### src/rtl/l2_shared_port_arbiter.sv
// l2_shared_port_arbiter: round-robin owner of the single L2 request port,
// shared by two L1 cache controllers (L1a, L1b).
// Ports:
//   clk, reset                   clock, async active-high reset
//   l1{a,b}_{rd,wr,wb}_req       level requests, held until l1x_done
//   l1{a,b}_addr/wr_word/wb_line request payload
//   l1{a,b}_done, l1{a,b}_rd_line  completion pulse and fill data to the owner
//   l2_{rd,wr,wb}_req, l2_addr, l2_wr_word, l2_wb_line  registered L2 request
//   l2_rd_done, l2_rd_line, l2_wr_done, l2_wb_done     L2 completion
//   owner, busy, timeout_err     status
module l2_shared_port_arbiter #(
    parameter int ADDR_W  = 32,
    parameter int WORD_W  = 32,
    parameter int LINE_W  = 128,
    parameter int TIMEOUT = 1024
) (
    input  logic              clk,
    input  logic              reset,
    input  logic              l1a_rd_req,
    input  logic              l1a_wr_req,
    input  logic              l1a_wb_req,
    input  logic [ADDR_W-1:0] l1a_addr,
    input  logic [WORD_W-1:0] l1a_wr_word,
    input  logic [LINE_W-1:0] l1a_wb_line,
    output logic              l1a_done,
    output logic [LINE_W-1:0] l1a_rd_line,
    input  logic              l1b_rd_req,
    input  logic              l1b_wr_req,
    input  logic              l1b_wb_req,
    input  logic [ADDR_W-1:0] l1b_addr,
    input  logic [WORD_W-1:0] l1b_wr_word,
    input  logic [LINE_W-1:0] l1b_wb_line,
    output logic              l1b_done,
    output logic [LINE_W-1:0] l1b_rd_line,
    output logic              l2_rd_req,
    output logic              l2_wr_req,
    output logic              l2_wb_req,
    output logic [ADDR_W-1:0] l2_addr,
    output logic [WORD_W-1:0] l2_wr_word,
    output logic [LINE_W-1:0] l2_wb_line,
    input  logic              l2_rd_done,
    input  logic [LINE_W-1:0] l2_rd_line,
    input  logic              l2_wr_done,
    input  logic              l2_wb_done,
    output logic              owner,
    output logic              busy,
    output logic              timeout_err
);

    localparam logic [1:0] S_IDLE = 2'd0;
    localparam logic [1:0] S_WAIT = 2'd1;
    localparam logic [1:0] S_REL  = 2'd2;

    // Counter value seen in the last WAIT cycle before giving up.
    localparam logic [15:0] TO_LAST = 16'(TIMEOUT - 1);

    logic [1:0]        r_state;
    logic              r_rr;
    logic              r_owner;
    // One-hot op, bit 2 = wb, bit 1 = wr, bit 0 = rd; drives the L2 request lines.
    logic [2:0]        r_req;
    logic [ADDR_W-1:0] r_addr;
    logic [WORD_W-1:0] r_word;
    logic [LINE_W-1:0] r_line;
    logic [15:0]       r_cnt;
    logic              r_err;
    logic              r_a_done;
    logic              r_b_done;
    logic [LINE_W-1:0] r_a_line;
    logic [LINE_W-1:0] r_b_line;

    logic       w_a_act;
    logic       w_b_act;
    logic       w_pick_b;
    logic       w_grant;
    logic [2:0] w_ops;
    logic [2:0] w_op;
    logic       w_cmp;
    logic       w_to;
    logic       w_end;

    assign w_a_act  = l1a_rd_req | l1a_wr_req | l1a_wb_req;
    assign w_b_act  = l1b_rd_req | l1b_wr_req | l1b_wb_req;
    // L1b wins when it is the only requester or the rr pointer favours it.
    assign w_pick_b = w_b_act & (~w_a_act | r_rr);
    assign w_grant  = (r_state == S_IDLE) & (w_a_act | w_b_act);

    assign w_ops = w_pick_b ? {l1b_wb_req, l1b_wr_req, l1b_rd_req}
                            : {l1a_wb_req, l1a_wr_req, l1a_rd_req};

    always_comb begin
        w_op = 3'b000;
        if (w_ops[2])      w_op = 3'b100;
        else if (w_ops[1]) w_op = 3'b010;
        else if (w_ops[0]) w_op = 3'b001;
    end

    // Only the done strobe matching the latched op completes the transaction.
    assign w_cmp = (r_state == S_WAIT) &
                   (|(r_req & {l2_wb_done, l2_wr_done, l2_rd_done}));
    // A real completion in the final cycle takes precedence over the timeout.
    assign w_to  = (r_state == S_WAIT) & ~w_cmp & (r_cnt == TO_LAST);
    assign w_end = w_cmp | w_to;

    always_ff @(posedge clk or posedge reset) begin
        if (reset) begin
            r_state  <= S_IDLE;
            r_rr     <= 1'b0;
            r_owner  <= 1'b0;
            r_req    <= 3'b000;
            r_addr   <= '0;
            r_word   <= '0;
            r_line   <= '0;
            r_cnt    <= '0;
            r_err    <= 1'b0;
            r_a_done <= 1'b0;
            r_b_done <= 1'b0;
            r_a_line <= '0;
            r_b_line <= '0;
        end else begin
            r_a_done <= 1'b0;
            r_b_done <= 1'b0;
            r_a_line <= '0;
            r_b_line <= '0;
            case (r_state)
                S_IDLE: begin
                    if (w_grant) begin
                        r_owner <= w_pick_b;
                        r_req   <= w_op;
                        r_addr  <= w_pick_b ? l1b_addr : l1a_addr;
                        r_word  <= w_pick_b ? l1b_wr_word : l1a_wr_word;
                        r_line  <= w_pick_b ? l1b_wb_line : l1a_wb_line;
                        r_cnt   <= '0;
                        r_state <= S_WAIT;
                    end
                end
                S_WAIT: begin
                    r_cnt <= r_cnt + 16'd1;
                    if (w_end) begin
                        r_req    <= 3'b000;
                        r_rr     <= ~r_owner;
                        r_a_done <= ~r_owner;
                        r_b_done <= r_owner;
                        r_state  <= S_REL;
                        if (w_to) r_err <= 1'b1;
                        // Fill data goes to the owner only; a timeout returns zero.
                        if (w_cmp && r_req[0]) begin
                            if (r_owner) r_b_line <= l2_rd_line;
                            else         r_a_line <= l2_rd_line;
                        end
                    end
                end
                S_REL: begin
                    r_state <= S_IDLE;
                end
                default: begin
                    r_state <= S_IDLE;
                end
            endcase
        end
    end

    assign l2_rd_req   = r_req[0];
    assign l2_wr_req   = r_req[1];
    assign l2_wb_req   = r_req[2];
    assign l2_addr     = r_addr;
    assign l2_wr_word  = r_word;
    assign l2_wb_line  = r_line;
    assign l1a_done    = r_a_done;
    assign l1b_done    = r_b_done;
    assign l1a_rd_line = r_a_line;
    assign l1b_rd_line = r_b_line;
    assign owner       = r_owner;
    assign busy        = (r_state != S_IDLE);
    assign timeout_err = r_err;

endmodule
### config.mk
export PLATFORM = sky130hd
export DESIGN_NAME = l2_shared_port_arbiter
export DESIGN_NICKNAME = d
export VERILOG_FILES = /design/src/rtl/l2_shared_port_arbiter.sv
export SDC_FILE = /design/constraint.sdc
export NUM_CORES = 1
export LEC_CHECK = 0
export ABC_AREA = 0
export BUFFER_PORTS_ARGS = -buffer_cell sky130_fd_sc_hd__buf_2
export CAP_MARGIN = 20
export CELL_PAD_IN_SITES_DETAIL_PLACEMENT = 0
export CELL_PAD_IN_SITES_GLOBAL_PLACEMENT = 1
export CORE_AREA = 2 2 386 388
export CTS_CLUSTER_DIAMETER = 40
export DETAILED_ROUTE_END_ITERATION = 12
export DIE_AREA = 0 0 388 390
export PLACE_DENSITY_LB_ADDON = 0.1
export SETUP_SLACK_MARGIN = 0.05
export SYNTH_ARGS = -nofsm -noshare
export SYNTH_HDL_FRONTEND = slang
export SYNTH_SLANG_ARGS = --single-unit
### constraint.sdc
create_clock -name clk -period 20.9 [get_ports clk]
set_input_delay 3.135 -clock clk [delete_from_list [all_inputs] [get_ports clk]]
set_output_delay 3.135 -clock clk [all_outputs]
set_load 0.03 [all_outputs]
Word level (Yosys, flattened, before mapping)
Index checks and enable logic that the tools add are counted.

Muxes and demuxes: 27. Add/subtract/negate cells: 1. Reduce and logical (&&, ||, !) cells: 11. Bitwise gates (word level): 16. Equality and inequality tests: 4.

Operators by type and width (number): $mux W128 (9); $mux W32 (2); $pmux W16 S2 (1); $add A16 B1 Y16 const B (1); $eq A16 B10 Y1 const B (1); $mux W16 (1); $mux W3 (4); $reduce_and A2 Y1 (4); $or A1 B1 Y1 (7); $mux W2 (3); $pmux W3 S2 (1); $reduce_and A3 Y1 (2); $and A1 B1 Y1 (5); $mux W1 (5); $ne A2 B2 Y1 const B (2); $pmux W2 S2 (1); $reduce_bool A2 Y1 (2); $and A3 B3 Y3 (1); $not A1 Y1 (3); $reduce_or A3 Y1 (1); $eq A2 B1 Y1 const B (1); $logic_not A2 Y1 (1); $logic_and A1 B1 Y1 (1).

Register bits: 474. Bits of input ports: 523. Word-level logic and storage cells: 72. Output and inout port bits: 456.

Logic depth before layout (Yosys ltp)
Depth in word-level cells: 11. Depth in mapped cells: 7. Mapped depth without buffers: 5.

Least setup slack after synthesis
Ideal clock, no wire load.

Kind: in2reg. Start: in l2_rd_done. End: reg r_a_line[100] (netlist: l1a_rd_line[100]). Setup slack: 16.404 ns. Stages on the path: 6. Required time: 20.781 ns. Arrival: 4.377 ns. Path through: a222oi_1 > nor3b_1 > nor2b_1 > buf_2 > clkbuf_1 > and2_1.

Cells in the longest elaborated chain, start to end: 9. Elaborated cells between the ends (all ways): 11. Those cells by class: 3 x mux; 6 x bitwise; 2 x reduce/logical.

RTL lines: start: declaration (line 41) `input logic l2_rd_done,`; $and A3 B3 Y3 (*) (line 100) `(|(r_req & {l2_wb_done, l2_wr_done, l2_rd_done}));`; $reduce_or A3 Y1 (*) (line 100); $and A1 B1 Y1 (*) (line 99) `assign w_cmp = (r_state == S_WAIT) &`; $not A1 Y1 (line 102) `assign w_to = (r_state == S_WAIT) & ~w_cmp & (r_cnt == TO_LAST);`; $and A1 B1 Y1 (2 in series) (line 102); $or A1 B1 Y1 (line 103) `assign w_end = w_cmp | w_to;`; $mux W128 (*) (line 139) `if (w_end) begin`; $mux W128 (*) (line 125) `case (r_state)`; end signal: assignment (line 149) `else r_a_line <= l2_rd_line;`; end: declaration (line 69) `logic [LINE_W-1:0] r_a_line;`.

Mark *: on every way between the ends. The rest lies on a longest branch, timed or not. A chain may end at the register's enable or synchronous reset.

Worst setup path after layout
Start: in l1b_rd_req. End: reg r_cnt[7].

Cells in the longest elaborated chain, start to end: 6.

RTL lines: start: declaration (line 27) `input logic l1b_rd_req,`; $or A1 B1 Y1 (2 in series) (line 83) `assign w_b_act = l1b_rd_req | l1b_wr_req | l1b_wb_req;`; $or A1 B1 Y1 (line 86) `assign w_grant = (r_state == S_IDLE) & (w_a_act | w_b_act);`; $and A1 B1 Y1 (line 86); $ne A2 B2 Y1 (no source line); $reduce_and A2 Y1 (no source line); end signal: assignment (line 138) `r_cnt <= r_cnt + 16'd1;`; end: declaration (line 65) `logic [15:0] r_cnt;`.

Every way passes these cells.

==> impl_metrics.toml <==
[route]
first_pass_iters = 5
routed_wirelength_mm = 103.1
dr_total_vias = 17730
vias_per_cell = 3.666
postRouteAntennaNets = 0
wl_per_cell_um = 21.31
drcViolationCount = 0
drtIter0Drc = 647

[worst_setup_path]
rrSetupSlack_ns = 17.55
crit_type = "in2reg"
r2r_cells = 6
setup.worst_path.end = "r_cnt[7]"
worstSetupStartpointType = "input port"
reg2reg_from = "r_rr"
arrival_ns = 6.47
cp-startpoint = "l1b_rd_req"
reg2reg_to = "l2_wb_line[88]"
worstSetupEndpointType = "flip-flop"
required_ns = 21.50
worstPathMaxFanout = 70

[synthesis]
synth_nets = 2305
synth_seq_cells = 474
yosysUniqueCellTypes = 46
avgSynthCellArea_um2 = 10.19
syn_inst = 1781
seq_area_frac_synth_pct = 65.33
ys_warn_count = 0
netlist_area_mm2 = 0.01816

[clocking]
cts_max_path_buffers = 3
cts_tree = "built"
clk_pin_slew_ns = 0.04
cts_htree_levels = 4
cts.sinks = 474
numCtsBuffers = 135
ctsResizeCount = 0
cts_setup_buffers = 0
clock_latency_ns = 0.76
ctsHoldBuffers = 0
ctsRootBufferMaster = "clkbuf_16"

[sta]
hold_viol = 0
fin_worst_skew_ns = 0.04501
timing.setup.tns_ns = 0
min_period_over_period_pct = 28.10
slew_viol_final = 0
tightest_slew_ns = 1.450
setup_violations = 0
max_slew_margin_pct = 3.347
fmax_mhz = 170.3
fin_crit_ns = 5.872
rsz0062_at_grt = "no"

[pwr]
power.switching_mw = 2.013
internal_power_mw = 2.924
pwr-share-comb_pct = 33.5
clkPwrFrac_pct = 40.8
netSwitchingFraction_pct = 40.77
leakage_nw = 15.04
ir_worst_vdd_mv = 0.08157
power_density_mw_per_mm2 = 166.2
power_frac_seq_pct = 25.7
power_mw = 4.938

[global_route]
grt_max_degree = 193
grt_use_total_pct = 13.21
grt_pass1_vias = 18990
antenna_found_initial = 70
grt_pass1_wl_mm = 144.0
grt.overflow.total = 0

[hold_path]
min-delay-start = "timeout_err"
hold_class = "reg2reg"

[die]
die_y_um = 390
num_rows = 141
die_x_um = 388
dieArea_mm2 = 0.1513
pin_count = 979
initial_core_util_pct = 12.34
core_area_mm2 = 0.1471

[placed_design]
dp_hpwl_mm = 74.80
globalplace.congestion = 0.7779
io_buffers = 978

[final_layout]
syn_to_final_growth_pct = 63.61
fin_nets = 3316
drive_gt1_share_pct = 43.48

[outcome]
outcome = "completed"

[run]
drv_cap = 0
-- layer usage --
layer  vias up  global-route usage (%)  share of wire [%]
met5         -                       0               0.39
met4        62                   4.464                3.0
met3       256                   7.439                 12
met2       849                   22.58                 49
met1      8570                   13.54                 36
li1       7993                       -                  -
-- logic make-up after synthesis --
group	Yosys count	share of synthesized area, %
xor gates and xnor gates	1	0.04825
adders and majority gates	1	0.06890
AOI/OAI and AO/OA	430	12.31
muxes	4	0.2205
buffers and inverters	136	3.301
DFF	474	65.33
and+or+nand+nor	735	18.72
-- cell usage after synthesis, drive strengths merged --
cell,n,area (um^2)
a222oi,1,10.01
nand3,8,40.04
mux2i,4,40.04
o21a,2,15.01
o2bb2ai,3,26.28
and3,87,544.3
or4,2,18.77
nor2,280,1154
nor3b,1,7.510
a21oi,388,1942
and4,1,8.760
o22ai,1,6.260
clkbuf,69,259.0
a31oi,1,6.260
a22o,1,8.760
inv,8,30.03
nor2b,4,25.02
o21ai,19,98.85
buf,59,310.3
and2,85,531.8
o31ai,4,30.03
nand2b,1,6.260
o21bai,2,15.01
nor4b,1,8.760
ha,1,12.51
nor4,5,46.29
or3,3,18.77
nand4,5,31.28
or4bb,1,11.26
dfrtp,474,11860
o211ai,5,51.30
nand2,247,927.1
xor2,1,8.760
a32oi,1,8.760
nor3,4,20.02
a31o,1,8.760
a21o,1,7.510
-- power by group through the flow --
stage / clock network (mW) / logic, mW / registers (mW)
global route: 2.13 / 1.80 / 1.29
floorplan: 0 / 0.639 / 1.67
global placement: 0 / 1.70 / 1.28
detailed placement: 0 / 1.71 / 1.28
CTS: 2.09 / 1.71 / 1.27
finish: 2.02 / 1.65 / 1.27
-- registers in the layout, summed over array words and instances, names as in the netlist --
signal and cells:
timeout_err 1, l1a_rd_line 128, r_req 3, l2_addr 32, r_cnt 16, r_state 2, l2_wb_line 128, l1a_done 1
r_rr 1, l1b_rd_line 128, l2_wr_word 32, l1b_done 1, owner 1
-- cells in the final DEF (no fill, tap or decap), drive strengths merged, types with 2 or more instances in the layout --
cell type	Yosys	routed
buf	59	1002
dfrtp	474	474
a21oi	388	388
nor2	280	280
nand2	247	247
clkbuf	69	200
and3	87	87
and2	85	85
clkinv	0	27
o21ai	19	19
diode	0	13
inv	8	11
nand3	8	8
nand4	5	5
bufinv	0	5
nor4	5	5
o211ai	5	5
nor3	4	4
o31ai	4	4
mux2i	4	4
nor2b	4	4
or3	3	3
o2bb2ai	3	3
clkinvlp	0	3
o21bai	2	2
o21a	2	2
or4	2	2
-- worst max-delay path, stage by stage --
cell	delay, ns
buf_2	0.13
or3_1	0.50
o21ai_4	0.67
buf_4	0.72
buf_4	0.84
o211ai_1	0.18
o31ai_1	0.13
-- worst min-delay path by stage --
stage                             end  slack (ns)  cells after the start
after floorplan             r_cnt[12]        0.46                      1
after global placement    timeout_err        0.46                      1
after detailed placement  timeout_err        0.46                      1
after CTS                 timeout_err        0.47                      1
after global routing      timeout_err        0.50                      1
final                     timeout_err        0.47                      1
-- metrics by stage --
step,hold WS (ns),util (%),instance area [um^2],setup WS [ns],cells
3_5_place_dp,0.4638,17.10,25150,14.21,4585
3_3_place_gp,0.4642,17.10,25150,14.23,4585
2_1_floorplan,0.4598,-,18160,4.543,1781
4_1_cts,0.4749,20.17,29670,15.01,4823
6_report,0.4684,20.19,29710,15.03,4836
5_1_grt,0.5029,20.18,29690,14.79,4830
-- layout make-up --
type	instances	area [um^2]
Fill cell	16420	117400
Sequential cell	474	11870
Multi-Input combinational cell	1171	5749
Timing Repair Buffer	1002	5087
Clock buffer	200	3954
Tap cell	1930	2415
Clock inverter	38	565.5
Inverter	8	37.54
Antenna cell	13	32.53
Note: power is estimated with default switching activity, not from simulation.
